$ cat config.mk
export PLATFORM = sky130hd
export DESIGN_NAME = uart_text_writer
export DESIGN_NICKNAME = d
export VERILOG_FILES = /design/src/rtl/uart_vga_pkg.sv /design/src/rtl/uart_text_writer.sv
export SDC_FILE = /design/constraint.sdc
export NUM_CORES = 1
export LEC_CHECK = 0
export BUFFER_PORTS_ARGS = -buffer_cell sky130_fd_sc_hd__buf_4
export CORE_UTILIZATION = 27
export DETAILED_ROUTE_END_ITERATION = 8
export PLACE_DENSITY_LB_ADDON = 0.08
export SYNTH_ARGS = -nofsm -noshare
export SYNTH_HDL_FRONTEND = slang
export SYNTH_SLANG_ARGS = --single-unit
$ cat constraint.sdc
create_clock -name clk -period 6.06 [get_ports clk]
set_input_delay 0.303 -clock clk [delete_from_list [all_inputs] [get_ports clk]]
set_output_delay 0.303 -clock clk [all_outputs]
set_load 0.005 [all_outputs]
$ cat src/rtl/uart_vga_pkg.sv
`default_nettype none
// ============================================================================
//  Module      : uart_vga_pkg
//  Description : Shared constants and types for the UART-to-VGA text path
//                (terminal control codes, printable range, writer states).
//  Revision    : 1.0 - initial release
// ============================================================================
package uart_vga_pkg;

    // Terminal control codes understood by the text writer
    localparam logic [7:0] CHR_BS    = 8'h08;
    localparam logic [7:0] CHR_LF    = 8'h0A;
    localparam logic [7:0] CHR_FF    = 8'h0C;
    localparam logic [7:0] CHR_CR    = 8'h0D;
    localparam logic [7:0] CHR_SPACE = 8'h20;

    // Inclusive bounds of the printable character range
    localparam logic [7:0] CHR_PRINT_LO = 8'h20;
    localparam logic [7:0] CHR_PRINT_HI = 8'h7E;

    // Default screen geometry
    localparam int DEF_COLS = 80;
    localparam int DEF_ROWS = 30;

    typedef enum logic [1:0] {
        S_IDLE       = 2'd0,
        S_CLEAR_LINE = 2'd1,
        S_CLEAR_ALL  = 2'd2
    } writer_state_t;

endpackage : uart_vga_pkg
`default_nettype wire

$ cat src/rtl/uart_text_writer.sv
`default_nettype none
// ============================================================================
//  Module      : uart_text_writer
//  Description : Turns the UART byte stream into writes to a COLS x ROWS text
//                buffer: cursor tracking, CR/LF/BS/FF, line wrap and scrolling
//                through a circular row base with bottom-line clearing.
//  Revision    : 1.0 - initial release
// ============================================================================
module uart_text_writer
    import uart_vga_pkg::*;
#(
    parameter int COLS   = DEF_COLS,
    parameter int ROWS   = DEF_ROWS,
    parameter int ADDR_W = $clog2(COLS*ROWS)
) (
    input  logic                      clk,
    input  logic                      rst_n,
    input  logic                      drdy,
    input  logic [7:0]                data,
    output logic                      wr_en,
    output logic [ADDR_W-1:0]         wr_addr,
    output logic [7:0]                wr_data,
    output logic [$clog2(ROWS)-1:0]   row_base,
    output logic [$clog2(COLS)-1:0]   cursor_col,
    output logic [$clog2(ROWS)-1:0]   cursor_row,
    output logic                      busy,
    output logic                      overflow
);

    localparam int c_col_w = $clog2(COLS);
    localparam int c_row_w = $clog2(ROWS);
    localparam int c_cells = COLS * ROWS;

    // Modular row addition without a divider: operands are already < ROWS,
    // so a single conditional subtract is enough.
    function automatic logic [c_row_w-1:0] row_add(input logic [c_row_w-1:0] a,
                                                   input logic [c_row_w-1:0] b);
        logic [c_row_w:0] s;
        s = {1'b0, a} + {1'b0, b};
        if (s >= (c_row_w+1)'(ROWS))
            s = s - (c_row_w+1)'(ROWS);
        return s[c_row_w-1:0];
    endfunction

    function automatic logic [ADDR_W-1:0] addr_of(input logic [c_row_w-1:0] row,
                                                  input logic [ADDR_W-1:0]  col);
        return ADDR_W'(row) * ADDR_W'(COLS) + col;
    endfunction

    logic                 r_in_v;
    logic [7:0]           r_in_data;
    logic                 r_pend_v;
    logic [7:0]           r_pend;
    writer_state_t        r_state,      w_state_nx;
    logic [ADDR_W-1:0]    r_clr_cnt,    w_clr_cnt_nx;
    logic [c_row_w-1:0]   r_clr_line,   w_clr_line_nx;
    logic                 r_wr_en,      w_wr_en_nx;
    logic [ADDR_W-1:0]    r_wr_addr,    w_wr_addr_nx;
    logic [7:0]           r_wr_data,    w_wr_data_nx;
    logic [c_row_w-1:0]   r_row_base,   w_row_base_nx;
    logic [c_col_w-1:0]   r_cursor_col, w_cursor_col_nx;
    logic [c_row_w-1:0]   r_cursor_row, w_cursor_row_nx;
    logic                 r_busy,       w_busy_nx;
    logic                 r_overflow;
    logic                 w_consume;
    logic                 w_newline;
    logic [c_row_w-1:0]   w_phys_row;
    logic [c_col_w-1:0]   w_col_m1;

    assign w_phys_row = row_add(r_row_base, r_cursor_row);
    assign w_col_m1   = r_cursor_col - c_col_w'(1);

    // Input sampling stage: decouples the UART strobe from the pending slot
    always_ff @(posedge clk or negedge rst_n) begin
        if (!rst_n) begin
            r_in_v    <= 1'b0;
            r_in_data <= 8'h00;
        end else begin
            r_in_v    <= drdy;
            r_in_data <= data;
        end
    end

    // One-entry pending slot; a byte arriving into a full, unconsumed slot is dropped
    always_ff @(posedge clk or negedge rst_n) begin
        if (!rst_n) begin
            r_pend_v   <= 1'b0;
            r_pend     <= 8'h00;
            r_overflow <= 1'b0;
        end else begin
            r_overflow <= 1'b0;
            if (r_in_v && (!r_pend_v || w_consume)) begin
                r_pend   <= r_in_data;
                r_pend_v <= 1'b1;
            end else begin
                if (w_consume)
                    r_pend_v <= 1'b0;
                if (r_in_v)
                    r_overflow <= 1'b1;
            end
        end
    end

    // State and registered outputs
    always_ff @(posedge clk or negedge rst_n) begin
        if (!rst_n) begin
            r_state      <= S_CLEAR_ALL;
            r_clr_cnt    <= '0;
            r_clr_line   <= '0;
            r_wr_en      <= 1'b0;
            r_wr_addr    <= '0;
            r_wr_data    <= CHR_SPACE;
            r_row_base   <= '0;
            r_cursor_col <= '0;
            r_cursor_row <= '0;
            r_busy       <= 1'b1;
        end else begin
            r_state      <= w_state_nx;
            r_clr_cnt    <= w_clr_cnt_nx;
            r_clr_line   <= w_clr_line_nx;
            r_wr_en      <= w_wr_en_nx;
            r_wr_addr    <= w_wr_addr_nx;
            r_wr_data    <= w_wr_data_nx;
            r_row_base   <= w_row_base_nx;
            r_cursor_col <= w_cursor_col_nx;
            r_cursor_row <= w_cursor_row_nx;
            r_busy       <= w_busy_nx;
        end
    end

    // Next-state, character decode, cursor movement and clear sequencing
    always_comb begin
        w_state_nx      = r_state;
        w_clr_cnt_nx    = r_clr_cnt;
        w_clr_line_nx   = r_clr_line;
        w_wr_en_nx      = 1'b0;
        w_wr_addr_nx    = r_wr_addr;
        w_wr_data_nx    = r_wr_data;
        w_row_base_nx   = r_row_base;
        w_cursor_col_nx = r_cursor_col;
        w_cursor_row_nx = r_cursor_row;
        w_consume       = 1'b0;
        w_newline       = 1'b0;

        case (r_state)
            S_IDLE: begin
                if (r_pend_v) begin
                    w_consume = 1'b1;
                    if (r_pend >= CHR_PRINT_LO && r_pend <= CHR_PRINT_HI) begin
                        w_wr_en_nx   = 1'b1;
                        w_wr_addr_nx = addr_of(w_phys_row, ADDR_W'(r_cursor_col));
                        w_wr_data_nx = r_pend;
                        if (r_cursor_col == c_col_w'(COLS-1)) begin
                            w_cursor_col_nx = '0;
                            w_newline       = 1'b1;
                        end else begin
                            w_cursor_col_nx = r_cursor_col + c_col_w'(1);
                        end
                    end else begin
                        case (r_pend)
                            CHR_CR: w_cursor_col_nx = '0;
                            CHR_LF: begin
                                w_cursor_col_nx = '0;
                                w_newline       = 1'b1;
                            end
                            CHR_BS: begin
                                if (r_cursor_col != '0) begin
                                    w_cursor_col_nx = w_col_m1;
                                    w_wr_en_nx      = 1'b1;
                                    w_wr_addr_nx    = addr_of(w_phys_row, ADDR_W'(w_col_m1));
                                    w_wr_data_nx    = CHR_SPACE;
                                end
                            end
                            CHR_FF: begin
                                w_state_nx   = S_CLEAR_ALL;
                                w_clr_cnt_nx = '0;
                            end
                            default: ;
                        endcase
                    end
                end
            end
            S_CLEAR_LINE: begin
                w_wr_en_nx   = 1'b1;
                w_wr_addr_nx = addr_of(r_clr_line, r_clr_cnt);
                w_wr_data_nx = CHR_SPACE;
                if (r_clr_cnt == ADDR_W'(COLS-1)) begin
                    w_clr_cnt_nx = '0;
                    w_state_nx   = S_IDLE;
                end else begin
                    w_clr_cnt_nx = r_clr_cnt + ADDR_W'(1);
                end
            end
            S_CLEAR_ALL: begin
                w_wr_en_nx   = 1'b1;
                w_wr_addr_nx = r_clr_cnt;
                w_wr_data_nx = CHR_SPACE;
                if (r_clr_cnt == ADDR_W'(c_cells-1)) begin
                    w_clr_cnt_nx    = '0;
                    w_row_base_nx   = '0;
                    w_cursor_col_nx = '0;
                    w_cursor_row_nx = '0;
                    w_state_nx      = S_IDLE;
                end else begin
                    w_clr_cnt_nx = r_clr_cnt + ADDR_W'(1);
                end
            end
            default: w_state_nx = S_IDLE;
        endcase

        // Newline: move down, or scroll by advancing the base and blanking
        // the physical row that becomes the new bottom line.
        if (w_newline) begin
            if (r_cursor_row != c_row_w'(ROWS-1)) begin
                w_cursor_row_nx = r_cursor_row + c_row_w'(1);
            end else begin
                w_row_base_nx = row_add(r_row_base, c_row_w'(1));
                w_clr_line_nx = r_row_base;
                w_clr_cnt_nx  = '0;
                w_state_nx    = S_CLEAR_LINE;
            end
        end

        // Busy covers every cycle that presents a clear write
        w_busy_nx = (r_state != S_IDLE) || (w_state_nx != S_IDLE);
    end

    assign wr_en      = r_wr_en;
    assign wr_addr    = r_wr_addr;
    assign wr_data    = r_wr_data;
    assign row_base   = r_row_base;
    assign cursor_col = r_cursor_col;
    assign cursor_row = r_cursor_row;
    assign busy       = r_busy;
    assign overflow   = r_overflow;

endmodule : uart_text_writer
`default_nettype wire

==> qor.csv <==
stage,metric,value,unit
die,die-area,20080,um^2
critical_path,worstPathArrival,5220,ps
synth,syn_area,5270,um^2
synth,ys.flop_type,dfrtp_1,
hold_path,min_path_type,primary input to register,
detailed_routing,dr.pass1.iters,4,
synth,ys_types,70,
critical_path,cp.required,6290,ps
synth,ys_ff_latch,77,
pwr,power_switching,0.6967,mW
detailed_routing,final_antenna_net_count,0,
hold_path,holdCritStartpoint,data[0],
critical_path,r2r_slack,1070,ps
detailed_routing,vias,4498,
synth,yosysWarnings,0,
cells_and_area,synthToLayoutAreaGrowth,17.14,%
critical_path,cp-endpoint,wr_addr[10]$_DFFE_PN0P_,
grt,grt_max_degree,78,
grt,antenna_found_initial,0,
pwr,p_int,1.168,mW
timing,tns,0,ps
detailed_routing,drt_iter0_markers,161,
synth,synthArstFlopShare,100.0,%
cells_and_area,n_antenna_cell,0,
grt,grt-ovfl-total,0,
die,die_h,141.7,um
cells_and_area,fin_util,32.68,%
cells_and_area,fin_nets,690,
die,std_cell_rows,50,
pwr,p_comb_share,31.8,%
timing,max_freq,200.5,MHz
grt,grt_pass1_vias,4572,
critical_path,crit_fanout,8,
timing,fin_crit_sh,82.32,%
detailed_routing,wl,14480,um
synth,syn-num-nets,653,
placed_design,gp_congestion,0.8415,
pwr,irDropWorstVdd,0.1183,mV
clock_network,post_cts_resized,0,
clock_network,clock-root-buffer,clkbuf_16,
clock_network,clock_latency,350,ps
critical_path,end_kind,register,
timing,final.min_clock_period,4989,ps
detailed_routing,routedWlPerCell,16.05,um
synth,synth_edf_count,0,
timing,final_max_slew_viol_count,0,
pwr,power.share.clock,29.2,%
grt,gr-usage-all-layers,15.51,%
placed_design,hpwl,10450,um
synth,syn_inst,600,
critical_path,crit_start,row_base[0]$_DFF_PN0_,
synth,ys_seq_area_share,36.63,%
clock_network,cts_buffers,9,
timing,relSlewSlack,31.69,%
pwr,swShare,37.36,%
critical_path,rr_worst_depth,20,
status,outcome,finished clean,
cells_and_area,drive_gt1_share,15.42,%
clock_network,cts_tree,done,
job,drv_cap,0,
critical_path,start_kind,register,
timing,worst_hold_slack,55.88,ps
synth,synth.avg_cell_area,8.783,um^2
critical_path,rr_endpoint,wr_addr[10]$_DFFE_PN0P_,
pwr,leakagePower,2.838,nW
critical_path,r2r-start,row_base[0]$_DFF_PN0_,
timing,skew,10.23,ps
clock_network,htree_levels,3,
synth,synth_area_leader_cell,dfrtp_1,
detailed_routing,drcViolationCount,0,
timing,setup_viol,0,
critical_path,crit_type,register to register,
clock_network,clkTransAtPathRegs,70,ps
clock_network,postCtsHoldBufs,0,
timing,finalHoldViolCount,0,
timing,rsz0062_at_grt,false,
clock_network,cts_buffer_depth,2,
timing,worst_pin_slew,1025,ps
synth,synth_top_area_share,35.14,%
clock_network,post_cts_buffers,0,
pwr,power_density,302.1,nW/um^2
clock_network,clock_sink_count,77,
synth,synth_area_leaders,"dfrtp_1 35%, ha_1 8.8%, o21ai_0 5.2%",
die,start_util,27.89,%
die,core,18890,um^2
pwr,power_frac_seq,39.0,%
grt,grt_pass1_wl,24210,um
die,die_x,141.7,um
placed_design,io_buffers,50,
detailed_routing,routed_via_density,4.987,
die,ios,51,
[layout make-up]
class,instances,area [um^2]
tap,260,325.3
inverter,27,101.3
multi-input combinational,469,3128
clock buffer,9,225.2
fill,2018,12720
timing repair buffer,53,397.9
sequential,77,1931
clock inverter,7,65.06
[layer usage]
layer | routed length (um) | GRT usage [%] | up-vias
met1 | 7076 | 20.17 | 2161
met2 | 6705 | 25.69 | 77
met4 | 182 | 4.471 | 0
met5 | 0 | 0 | -
met3 | 513 | 3.442 | 13
li1 | - | - | 2247
[worst min-delay path by stage]
stage | end | slack [ps] | cells past startpoint
3_3_place_gp | r_in_data[3]$_DFF_PN0_ | 410 | 1
5_1_grt | r_in_data[7]$_DFF_PN0_ | 40 | 1
3_5_place_dp | r_in_data[0]$_DFF_PN0_ | 410 | 1
6_report | r_in_data[0]$_DFF_PN0_ | 60 | 1
2_1_floorplan | cursor_col[0]$_DFFE_PN0P_ | 7 | 0
4_1_cts | r_in_data[0]$_DFF_PN0_ | 40 | 1
[metrics by stage]
step	setup slack (ps)	power, mW	instance area (um^2)	cells
finish	1071	1.865	6173	902
global route	694.8	2.007	6173	902
CTS	1061	1.905	6173	902
detailed placement	1103	1.342	5883	886
global placement	1215	1.339	5883	886
floorplan	1529	1.055	5270	600
[cell usage in the layout (no fill, tap or decap), types with 4 or more instances in the layout]
master and n:
clkbuf_16 9, a21oi_1 31, buf_4 53, o21ai_0 55, or3_1 8, and2_1 8
nand3b_1 9, and3_1 11, nand4_1 7, mux2i_1 5, o31ai_1 5, a22oi_1 8
xor2_1 11, ha_1 37, inv_1 27, nor4_1 5, nand2_1 69, or2_2 4
a21o_1 9, mux2_2 8, a31oi_1 8, o221ai_1 5, fa_1 5, nor3_1 12
dfrtp_1 74, nand2b_1 6, nand3_1 23, xnor2_1 14, nor2_1 51
[cell families (layout without fill, tap and decap cells)]
logic type / after synthesis / count (layout) / share of synthesized area, %
AND/OR/NAND/NOR: 225 / 225 / 20.92
AO/OA/AOI/OAI: 161 / 161 / 20.04
flip-flops: 77 / 77 / 36.63
buffers and inverters: 54 / 96 / 4.012
adder cells (fa/ha/maj): 42 / 42 / 10.68
XOR/XNOR: 27 / 27 / 4.772
multiplexers: 14 / 14 / 2.944
[registers in the layout (all words and copies together), names as in the netlist]
register,cells
wr_en,1
cursor_col,7
wr_addr,12
r_pend_v,1
r_pend,8
wr_data,8
r_in_v,1
busy,1
r_clr_line,5
cursor_row,5
r_clr_cnt,12
overflow,1
r_state,2
r_in_data,8
row_base,5
[power groups by stage]
stage / sequential (mW) / clock, mW / combinational (mW)
after global routing: 0.747 / 0.584 / 0.676
final: 0.727 / 0.545 / 0.592
after CTS: 0.730 / 0.566 / 0.609
after global placement: 0.735 / 0 / 0.604
after detailed placement: 0.738 / 0 / 0.604
after floorplan: 0.697 / 0 / 0.358
[cell usage after synthesis (3+ instances only)]
library cell,instances
a22oi_1,8
o31ai_1,5
nor3_1,12
or2_2,4
o21ai_0,55
nand2_1,69
fa_1,5
nand2b_1,6
o221ai_1,5
a31oi_1,8
xnor2_1,14
xor2_1,11
inv_1,27
nand4_1,7
and2_1,8
and3_1,11
or3_1,8
dfrtp_1,74
nand3b_1,9
nand3_1,23
mux2_2,8
clkbuf_1,25
nor2_1,51
mux2i_1,5
o21bai_1,3
o21ai_1,3
a211oi_1,3
dfstp_2,3
nor4_1,5
a21oi_1,31
ha_1,37
a21o_1,9
[worst max-delay path: stages (launching register included)]
cell and delay (ps):
dfrtp_1 480, ha_1 220, inv_1 60, fa_1 420
nand2b_1 180, a21oi_2 130, xnor2_1 280, o22ai_1 230
or3_1 320, o21ai_0 290, xnor2_1 200, ha_1 210
inv_1 60, fa_1 490, or2_2 370, nand2_1 100
o32ai_1 80, a31oi_1 170, o22a_1 160, o221ai_1 100
a221o_1 330
Note: power is estimated with default switching activity, not from simulation.
